### config.mk
export PLATFORM = sky130hd
export DESIGN_NAME = buffer_fifo_flat
export DESIGN_NICKNAME = d
export VERILOG_FILES = /design/src/rtl/buffer_fifo_pkg.sv /design/src/rtl/buffer_fifo_if.sv /design/src/rtl/buffer_mem.sv /design/src/rtl/buffer_fifo.sv /design/src/flat_wrapper.sv
export SDC_FILE = /design/constraint.sdc
export NUM_CORES = 1
export LEC_CHECK = 0
export CORE_MARGIN = 4
export CORE_UTILIZATION = 35
export DETAILED_ROUTE_END_ITERATION = 16
export GPL_TIMING_DRIVEN = 0
export PLACE_DENSITY = 0.61
export SLEW_MARGIN = 10
export SYNTH_ARGS = -nofsm -noshare
export SYNTH_HDL_FRONTEND = slang
export SYNTH_SLANG_ARGS = --single-unit
### constraint.sdc
create_clock -name clk -period 1.95 [get_ports clk]
set_clock_uncertainty 0.1 [all_clocks]
set_input_delay 0.4875 -clock clk [delete_from_list [all_inputs] [get_ports clk]]
set_output_delay 0.4875 -clock clk [all_outputs]
set_load 0.05 [all_outputs]
### src/rtl/buffer_fifo_pkg.sv
// Shared defaults and small helpers for the buffer FIFO and its storage array.
// The buffer stage downstream uses the same word width and depth defaults.
package buffer_fifo_pkg;

    localparam int BUF_DATA_WIDTH = 8;
    localparam int BUF_DEPTH      = 4;
    localparam int BUF_ADDR_WIDTH = $clog2(BUF_DEPTH);

    // Encoded as {push, pop} so the pair of handshake fires maps directly onto it.
    typedef enum logic [1:0] {
        OP_IDLE = 2'b00,
        OP_POP  = 2'b01,
        OP_PUSH = 2'b10,
        OP_BOTH = 2'b11
    } fifo_op_e;

    function automatic fifo_op_e fifo_op(input logic push, input logic pop);
        return fifo_op_e'({push, pop});
    endfunction

endpackage

### src/rtl/buffer_fifo_if.sv
// Producer/consumer handshake bundle for buffer_fifo.
// The FIFO takes the slave view; the surrounding logic (or bench) takes the master view.
interface buffer_fifo_if
    import buffer_fifo_pkg::*;
#(
    parameter int DATA_WIDTH = BUF_DATA_WIDTH,
    parameter int ADDR_WIDTH = BUF_ADDR_WIDTH
);

    logic                  in_valid;
    logic                  in_ready;
    logic [DATA_WIDTH-1:0] in_data;
    logic                  out_valid;
    logic                  out_ready;
    logic [DATA_WIDTH-1:0] out_data;
    logic [ADDR_WIDTH:0]   count;

    modport master (
        output in_valid,
        output in_data,
        output out_ready,
        input  in_ready,
        input  out_valid,
        input  out_data,
        input  count
    );

    modport slave (
        input  in_valid,
        input  in_data,
        input  out_ready,
        output in_ready,
        output out_valid,
        output out_data,
        output count
    );

endinterface

### src/rtl/buffer_mem.sv
// DEPTH x DATA_WIDTH register array: one synchronous write port, one asynchronous read port.
// Latency: write visible on rdata the cycle after the edge; read is combinational.
// Backpressure: none; the owner gates we.
module buffer_mem
    import buffer_fifo_pkg::*;
#(
    parameter int DATA_WIDTH = BUF_DATA_WIDTH,
    parameter int DEPTH      = BUF_DEPTH,
    parameter int ADDR_WIDTH = BUF_ADDR_WIDTH
) (
    input  logic                  clk,
    input  logic                  rst,
    input  logic                  we,
    input  logic [ADDR_WIDTH-1:0] waddr,
    input  logic [DATA_WIDTH-1:0] wdata,
    input  logic [ADDR_WIDTH-1:0] raddr,
    output logic [DATA_WIDTH-1:0] rdata
);

    logic [DATA_WIDTH-1:0] mem [DEPTH];

    // Cleared on reset so the fall-through output is deterministic while empty.
    always_ff @(posedge clk or posedge rst) begin
        if (rst) begin
            for (int i = 0; i < DEPTH; i++) begin
                mem[i] <= '0;
            end
        end else if (we) begin
            mem[waddr] <= wdata;
        end
    end

    assign rdata = mem[raddr];

endmodule

### src/rtl/buffer_fifo.sv
// First-word-fall-through FIFO with valid/ready on both sides, feeding the buffer stage.
// Latency: a word pushed at edge N is on out_data with out_valid=1 right after edge N.
// Backpressure: in_ready drops only when full, from registered count, never from out_ready.
module buffer_fifo
    import buffer_fifo_pkg::*;
#(
    parameter int DATA_WIDTH = BUF_DATA_WIDTH,
    parameter int DEPTH      = BUF_DEPTH,
    parameter int ADDR_WIDTH = BUF_ADDR_WIDTH
) (
    input  logic            clk,
    input  logic            rst,
    buffer_fifo_if.slave    bus
);

    localparam logic [ADDR_WIDTH:0] FULL_COUNT = (ADDR_WIDTH + 1)'(DEPTH);

    logic [ADDR_WIDTH-1:0] wr_ptr;
    logic [ADDR_WIDTH-1:0] rd_ptr;
    logic [ADDR_WIDTH:0]   count_q;
    logic                  push;
    logic                  pop;
    fifo_op_e              op;

    // Full/empty come from the occupancy count alone; pointers wrap freely.
    assign bus.in_ready  = (count_q != FULL_COUNT);
    assign bus.out_valid = (count_q != '0);
    assign bus.count     = count_q;

    assign push = bus.in_valid  && bus.in_ready;
    assign pop  = bus.out_valid && bus.out_ready;
    assign op   = fifo_op(push, pop);

    always_ff @(posedge clk or posedge rst) begin
        if (rst) begin
            wr_ptr  <= '0;
            rd_ptr  <= '0;
            count_q <= '0;
        end else begin
            if (push) begin
                wr_ptr <= wr_ptr + 1'b1;
            end
            if (pop) begin
                rd_ptr <= rd_ptr + 1'b1;
            end
            case (op)
                OP_PUSH: count_q <= count_q + 1'b1;
                OP_POP:  count_q <= count_q - 1'b1;
                default: count_q <= count_q;
            endcase
        end
    end

    buffer_mem #(
        .DATA_WIDTH (DATA_WIDTH),
        .DEPTH      (DEPTH),
        .ADDR_WIDTH (ADDR_WIDTH)
    ) u_mem (
        .clk   (clk),
        .rst   (rst),
        .we    (push),
        .waddr (wr_ptr),
        .wdata (bus.in_data),
        .raddr (rd_ptr),
        .rdata (bus.out_data)
    );

endmodule
### src/flat_wrapper.sv
// flat-port wrapper written by rule: the top's interface ports become plain ports
module buffer_fifo_flat import buffer_fifo_pkg::*;
#(
    parameter int DATA_WIDTH = BUF_DATA_WIDTH,
    parameter int DEPTH      = BUF_DEPTH,
    parameter int ADDR_WIDTH = BUF_ADDR_WIDTH
)
  (clk, rst, bus_in_valid, bus_in_data, bus_out_ready, bus_in_ready, bus_out_valid, bus_out_data, bus_count);
  buffer_fifo_if #(.DATA_WIDTH(DATA_WIDTH), .ADDR_WIDTH(ADDR_WIDTH)) bus_i ();
  input  logic clk;
  input  logic rst;
  input wire logic [$bits(bus_i.in_valid)-1:0] bus_in_valid;
  input wire logic [$bits(bus_i.in_data)-1:0] bus_in_data;
  input wire logic [$bits(bus_i.out_ready)-1:0] bus_out_ready;
  output wire logic [$bits(bus_i.in_ready)-1:0] bus_in_ready;
  output wire logic [$bits(bus_i.out_valid)-1:0] bus_out_valid;
  output wire logic [$bits(bus_i.out_data)-1:0] bus_out_data;
  output wire logic [$bits(bus_i.count)-1:0] bus_count;
  assign bus_i.in_valid = bus_in_valid;
  assign bus_i.in_data = bus_in_data;
  assign bus_i.out_ready = bus_out_ready;
  assign bus_in_ready = bus_i.in_ready;
  assign bus_out_valid = bus_i.out_valid;
  assign bus_out_data = bus_i.out_data;
  assign bus_count = bus_i.count;
  buffer_fifo #(.DATA_WIDTH(DATA_WIDTH), .DEPTH(DEPTH), .ADDR_WIDTH(ADDR_WIDTH)) u_core (.clk(clk), .rst(rst), .bus(bus_i));
endmodule
**After elaboration in Yosys (flattened, before gate mapping)**

Cells that the tools add are included.

- Output and inout port bits: 13
- Logic and storage cells: 31
- Register bits after elaboration: 39
- Memories kept: 0
- Memory bits (writable): 0
- ROM bits: 0
- Bits in latches: 0

- $add $sub $neg: 4
- Shift operators: 0
- Mux-type cells: 7
- $mul: 0
- Reduce and logical (&&, ||, !) cells: 5
- Bitwise gates (word level): 2
- Eq/ne operators: 3
- Div/mod/pow operators: 0
- $lt $le $gt $ge: 3

Operators by type and width:

| cell | number |
|---|---|
| $bwmux 32 | 1 |
| $mux 8 | 3 |
| $bmux 8 s2 | 1 |
| $demux 8 s2 | 1 |
| $ge 3x3->1 const B | 2 |
| $not 2->3 | 2 |
| $pmux 3 s2 | 1 |
| $add 2x1->2 const B | 2 |
| $add 3x1->3 const B | 1 |
| $logic_and 1x1->1 | 3 |
| $lt 3x1->1 const B | 1 |
| $ne 3x3->1 const B | 1 |
| $reduce_bool 3->1 | 1 |
| $sub 3x1->3 const B | 1 |
| $eq 2x1->1 const B | 1 |
| $eq 2x2->1 const B | 1 |
| $reduce_bool 2->1 | 1 |

**Depth between registers and ports, before layout**

- Depth after elaboration: 6
- Mapped depth: 9
- Mapped depth without buffers: 8

**Modules after synthesis**

A second synthesis with hierarchy kept.

- Cell total of the unflattened synthesis: 108
- Area total of the unflattened synthesis: 1760.4 µm²

By module, submodules not included:

| module | area an instance (µm²) | instances | sequential area each (µm²) | cells an instance |
|---|---|---|---|---|
| buffer_mem | 1405.1 | 1 | 800.8 | 79 |
| buffer_fifo | 355.3 | 1 | 175.2 | 29 |

**Least setup slack after synthesis**

No wires, ideal clock.

- Path kind: register to register
- Start point: register u_core.count_q[2] (netlist: u_core.bus.count[2])
- End point: register u_core.count_q[2] (netlist: u_core.bus.count[2])
- Cell stages (with the launch flop): 10
- Clock period less this slack: 2.513 ns
- Buffers on the path: 1
- Library setup time: 0.082 ns
- Arrival: 2.330 ns
- Required time: 1.768 ns
- Setup slack: -0.563 ns
- Cell sequence: dfrtp_1 or3b_1 buf_6 nand2_1 ha_1 inv_1 fa_1 xor2_1 nor2_1 xor2_1

- Longest elaborated chain between the ends: 4
- Elaborated cells between the ends (all ways): 10

Ends and longest elaborated chain:

| item | line | source |
|---|---|---|
| start, declared | buffer_fifo.sv:20 | `logic [ADDR_WIDTH:0] count_q;` |
| start signal, assigned | buffer_fifo.sv:47 | `OP_PUSH: count_q <= count_q + 1'b1;` |
| start signal, assigned | buffer_fifo.sv:48 | `OP_POP: count_q <= count_q - 1'b1;` |
| start signal, assigned | buffer_fifo.sv:49 | `default: count_q <= count_q;` |
| $ne 3x3->1 * | buffer_fifo.sv:26 | `assign bus.in_ready = (count_q != FULL_COUNT);` |
| via bus_in_ready | flat_wrapper.sv:15 | `output wire logic [$bits(bus_i.in_ready)-1:0] bus_in_ready;` |
| $logic_and 1x1->1 * | buffer_fifo.sv:30 | `assign push = bus.in_valid && bus.in_ready;` |
| $eq 2x1->1 or $eq 2x2->1 (tied branches) | buffer_fifo.sv:46 | `case (op)` |
| $pmux 3 s2 or $reduce_bool 2->1 (tied branches) | n/a |  |

Mark *: on every way through the listed nets, which the timed path passes. The rest lies on a longest branch.
A chain may end at the register's enable or synchronous reset.

**Worst setup path after layout**

- Start point: register u_core.rd_ptr[0]
- End point: output bus_out_data[2]

- Longest elaborated chain between the ends: 4

Ends and longest elaborated chain:

| item | line | source |
|---|---|---|
| start, declared | buffer_fifo.sv:19 | `logic [ADDR_WIDTH-1:0] rd_ptr;` |
| start signal, assigned | buffer_fifo.sv:44 | `rd_ptr <= rd_ptr + 1'b1;` |
| $not 2->3 (not written as such) | buffer_mem.sv:33 | `assign rdata = mem[raddr];` |
| $bmux 8 s2 | buffer_mem.sv:33 |  |
| $mux 8 (not written as such) (2 in a row) | buffer_mem.sv:33 |  |
| end, declared | flat_wrapper.sv:17 | `output wire logic [$bits(bus_i.out_data)-1:0] bus_out_data;` |

No other way between the ends. The select of a mux whose other input is x is not followed.

==> impl_metrics.py <==
metrics = {
    "status": {
        "status": "finished, violations left",
        "violations": "setup timing",
    },
    "place": {
        "portBuffers": 24,
        "gp_congestion": 0.688,
        "placed_area_mm2": 0.00232,
        "dp.final_hpwl_um": 2600,
    },
    "floorplanning": {
        "rows": 27,
        "ios": 25,
        "fp.dieH_um": 82.9,
        "dieArea_mm2": 0.00687,
        "core_area_mm2": 0.00547,
        "start_util_pct": 35.9,
        "die_w_um": 82.9,
    },
    "synth": {
        "synth_cell_types": 19,
        "synth_seq_cells": 39,
        "synth_area_mm2": 0.00196,
        "syn_inst": 116,
        "seq_area_frac_synth_pct": 49.7,
        "yosys_warnings": 0,
        "synth_nets": 134,
        "avgSynthCellArea_um2": 16.9,
    },
    "timing": {
        "hold_ws_ns": 0.412,
        "period_share_pct": 109,
        "hold_viol": 0,
        "max_slew_margin_pct": 44.8,
        "setup_viol": 11,
        "tns_ns": -1.52,
        "period_minus_slack_ns": 2.12,
        "timing.final.ws_setup_ns": -0.167,
        "rsz0062_at_grt": "true",
        "maxSlewViolCount": 0,
        "clock.fmax_ghz": 0.472,
        "worst_pin_slew_ns": 0.827,
    },
    "setup_path": {
        "cp_cell_sequence": "clkbuf_16 > mux4_2 > buf_6",
        "worstPathRequired_ns": 1.36,
        "crit_type": "flip-flop to output pin",
        "crit_path_start_kind": "flip-flop",
        "path_buf_inv": 2,
        "crit_path_top_delay_cell": "mux4_2",
        "endpoint_kind": "output pin",
        "path_max_fanout": 5,
        "crit_family": "multiplexers",
        "r2r_slack_ns": -0.17,
        "r2r-start": "u_core.bus.count[1]",
        "timing.rr.end": "u_core.bus.count[2]",
        "arrival_ns": 1.53,
        "crit_path_start": "u_core.rd_ptr[0]",
        "rr_worst_depth": 9,
        "slowest_delay_ns": 0.50,
    },
    "hold_path": {
        "min_from": "u_core.u_mem.mem[14]",
        "hold_path_class": "flip-flop to flip-flop",
        "hold_depth": 1,
        "min_to": "u_core.u_mem.mem[14]",
    },
    "grt": {
        "grt_overflow_total": 0,
        "grt_pass1_wl_um": 6950,
        "antenna_found_initial": 0,
        "grtUsageTotal_pct": 12.9,
        "grt_pass1_vias": 1326,
        "grt_max_degree": 40,
    },
    "drt": {
        "drt_wl_total_um": 4070,
        "drtIter0Drc": 48,
        "post_drt_via_cell_ratio": 4.80,
        "drc": 0,
        "ant_nets": 0,
        "num_vias": 1104,
        "drt_first_pass_iters": 4,
        "wl_per_cell_um": 17.7,
    },
    "clocking": {
        "tritoncts": "built",
        "cts_buffers": 5,
        "clk_latency_ns": 0.29,
        "htreeDepth": 2,
        "cts_hold_buf": 0,
        "cts.sinks": 39,
        "path_clk_slew_ns": 0.08,
        "cts_root_buffer": "clkbuf_8",
        "clk_path_buf_depth": 2,
    },
    "run": {
        "maxCapViolations": 0,
    },
    "final_layout": {
        "mostFrequentLayoutCell": "dfrtp_1",
        "num-nets-final": 175,
        "mostFrequentLayoutCells": "dfrtp_1 (34), mux2_4 (32), buf_6 (16)",
        "final_area_mm2": 0.00258,
        "postLayoutCoreUtil_pct": 47.2,
        "antenna_cells": 0,
        "syn2layout_area_growth_pct": 31.5,
        "drive_gt1_share_pct": 58.9,
    },
}
-- cell usage after synthesis (all sizes together) --
| cell | count | area [µm²] |
|---|---|---|
| or3 | 1 | 7.51 |
| mux2 | 33 | 492 |
| clkbuf | 1 | 3.75 |
| o31a | 1 | 10.0 |
| ha | 5 | 62.6 |
| nor2 | 1 | 3.75 |
| inv | 6 | 22.5 |
| mux2i | 1 | 10.0 |
| dfrtp | 39 | 976 |
| and3 | 4 | 45.0 |
| xnor2 | 3 | 26.3 |
| xor2 | 3 | 26.3 |
| mux4 | 8 | 180 |
| buf | 6 | 61.3 |
| or3b | 1 | 8.76 |
| fa | 1 | 20.0 |
| nand2 | 2 | 7.51 |
-- worst max-delay path by stage --
stage | slack (ns) | depth (start not counted) | to
5_1_grt | -0.22 | 3 | bus_out_data[5]
3_5_place_dp | -0.78 | 3 | bus_out_data[0]
4_1_cts | -0.19 | 3 | bus_out_data[7]
2_1_floorplan | -0.29 | 9 | u_core.bus.count[2]
6_report | -0.17 | 3 | bus_out_data[2]
3_3_place_gp | -0.76 | 3 | bus_out_data[0]
-- timing repair --
action | in CTS | in global routing
gates resized for setup | 86 | 12
cloned | 0 | 1
pin swaps | 8 | 1
setup endpoints to repair | 15 | 37
setup buffers | 12 | 1
-- sequential cells by signal, indices dropped and copies added (netlist names) --
name / cells
u_core.wr_ptr: 2
u_core.rd_ptr: 2
u_core.u_mem.mem: 32
u_core.bus.count: 3
-- per-layer routing --
layer  track usage, %  up-vias  share of wire [%]
li1                 -      490                  -
met1             16.0      575                 43
met2             22.0       32                 51
met3             3.17        7                4.0
met4             4.46        0                1.6
met5                0        -                  0
-- worst reg2reg max path: stages, from the launching register on --
cell and delay (ns):
dfrtp_2 0.42, or3b_1 0.39, buf_6 0.14, nand2_4 0.06, ha_4 0.14, inv_2 0.03, fa_2 0.33, xor2_1 0.14
nor2_1 0.13, xor2_1 0.15
-- cell families (layout without fill, tap and decap cells) --
group	after synthesis	after routing	share of synthesized area [%]
AOI/OAI and AO/OA	1	1	0.510
DFF	39	39	49.7
xor gates and xnor gates	6	6	2.68
adders and majority gates	6	6	4.21
muxes	42	42	34.7
buffers and inverters	13	55	4.46
and+or+nand+nor	9	9	3.70
-- cell type report --
class / instances / area, µm²
clock buffers: 5 / 68.8
fillers: 495 / 2890
well taps: 72 / 90.1
multi-input cells: 64 / 933
flip-flops and latches: 39 / 982
clock inverters: 3 / 43.8
inverters: 6 / 22.5
plain buffers: 3 / 42.5
repair buffers: 38 / 398
-- metrics by stage --
stage	std cells	worst slack, ns
final	230	-0.167
after global routing	230	-0.220
after CTS	231	-0.191
after detailed placement	212	-0.782
after global placement	212	-0.759
after floorplan	116	-0.294
Power is not shown: default switching activity piles up to over one toggle a cycle in this logic, so the estimate is an artifact.
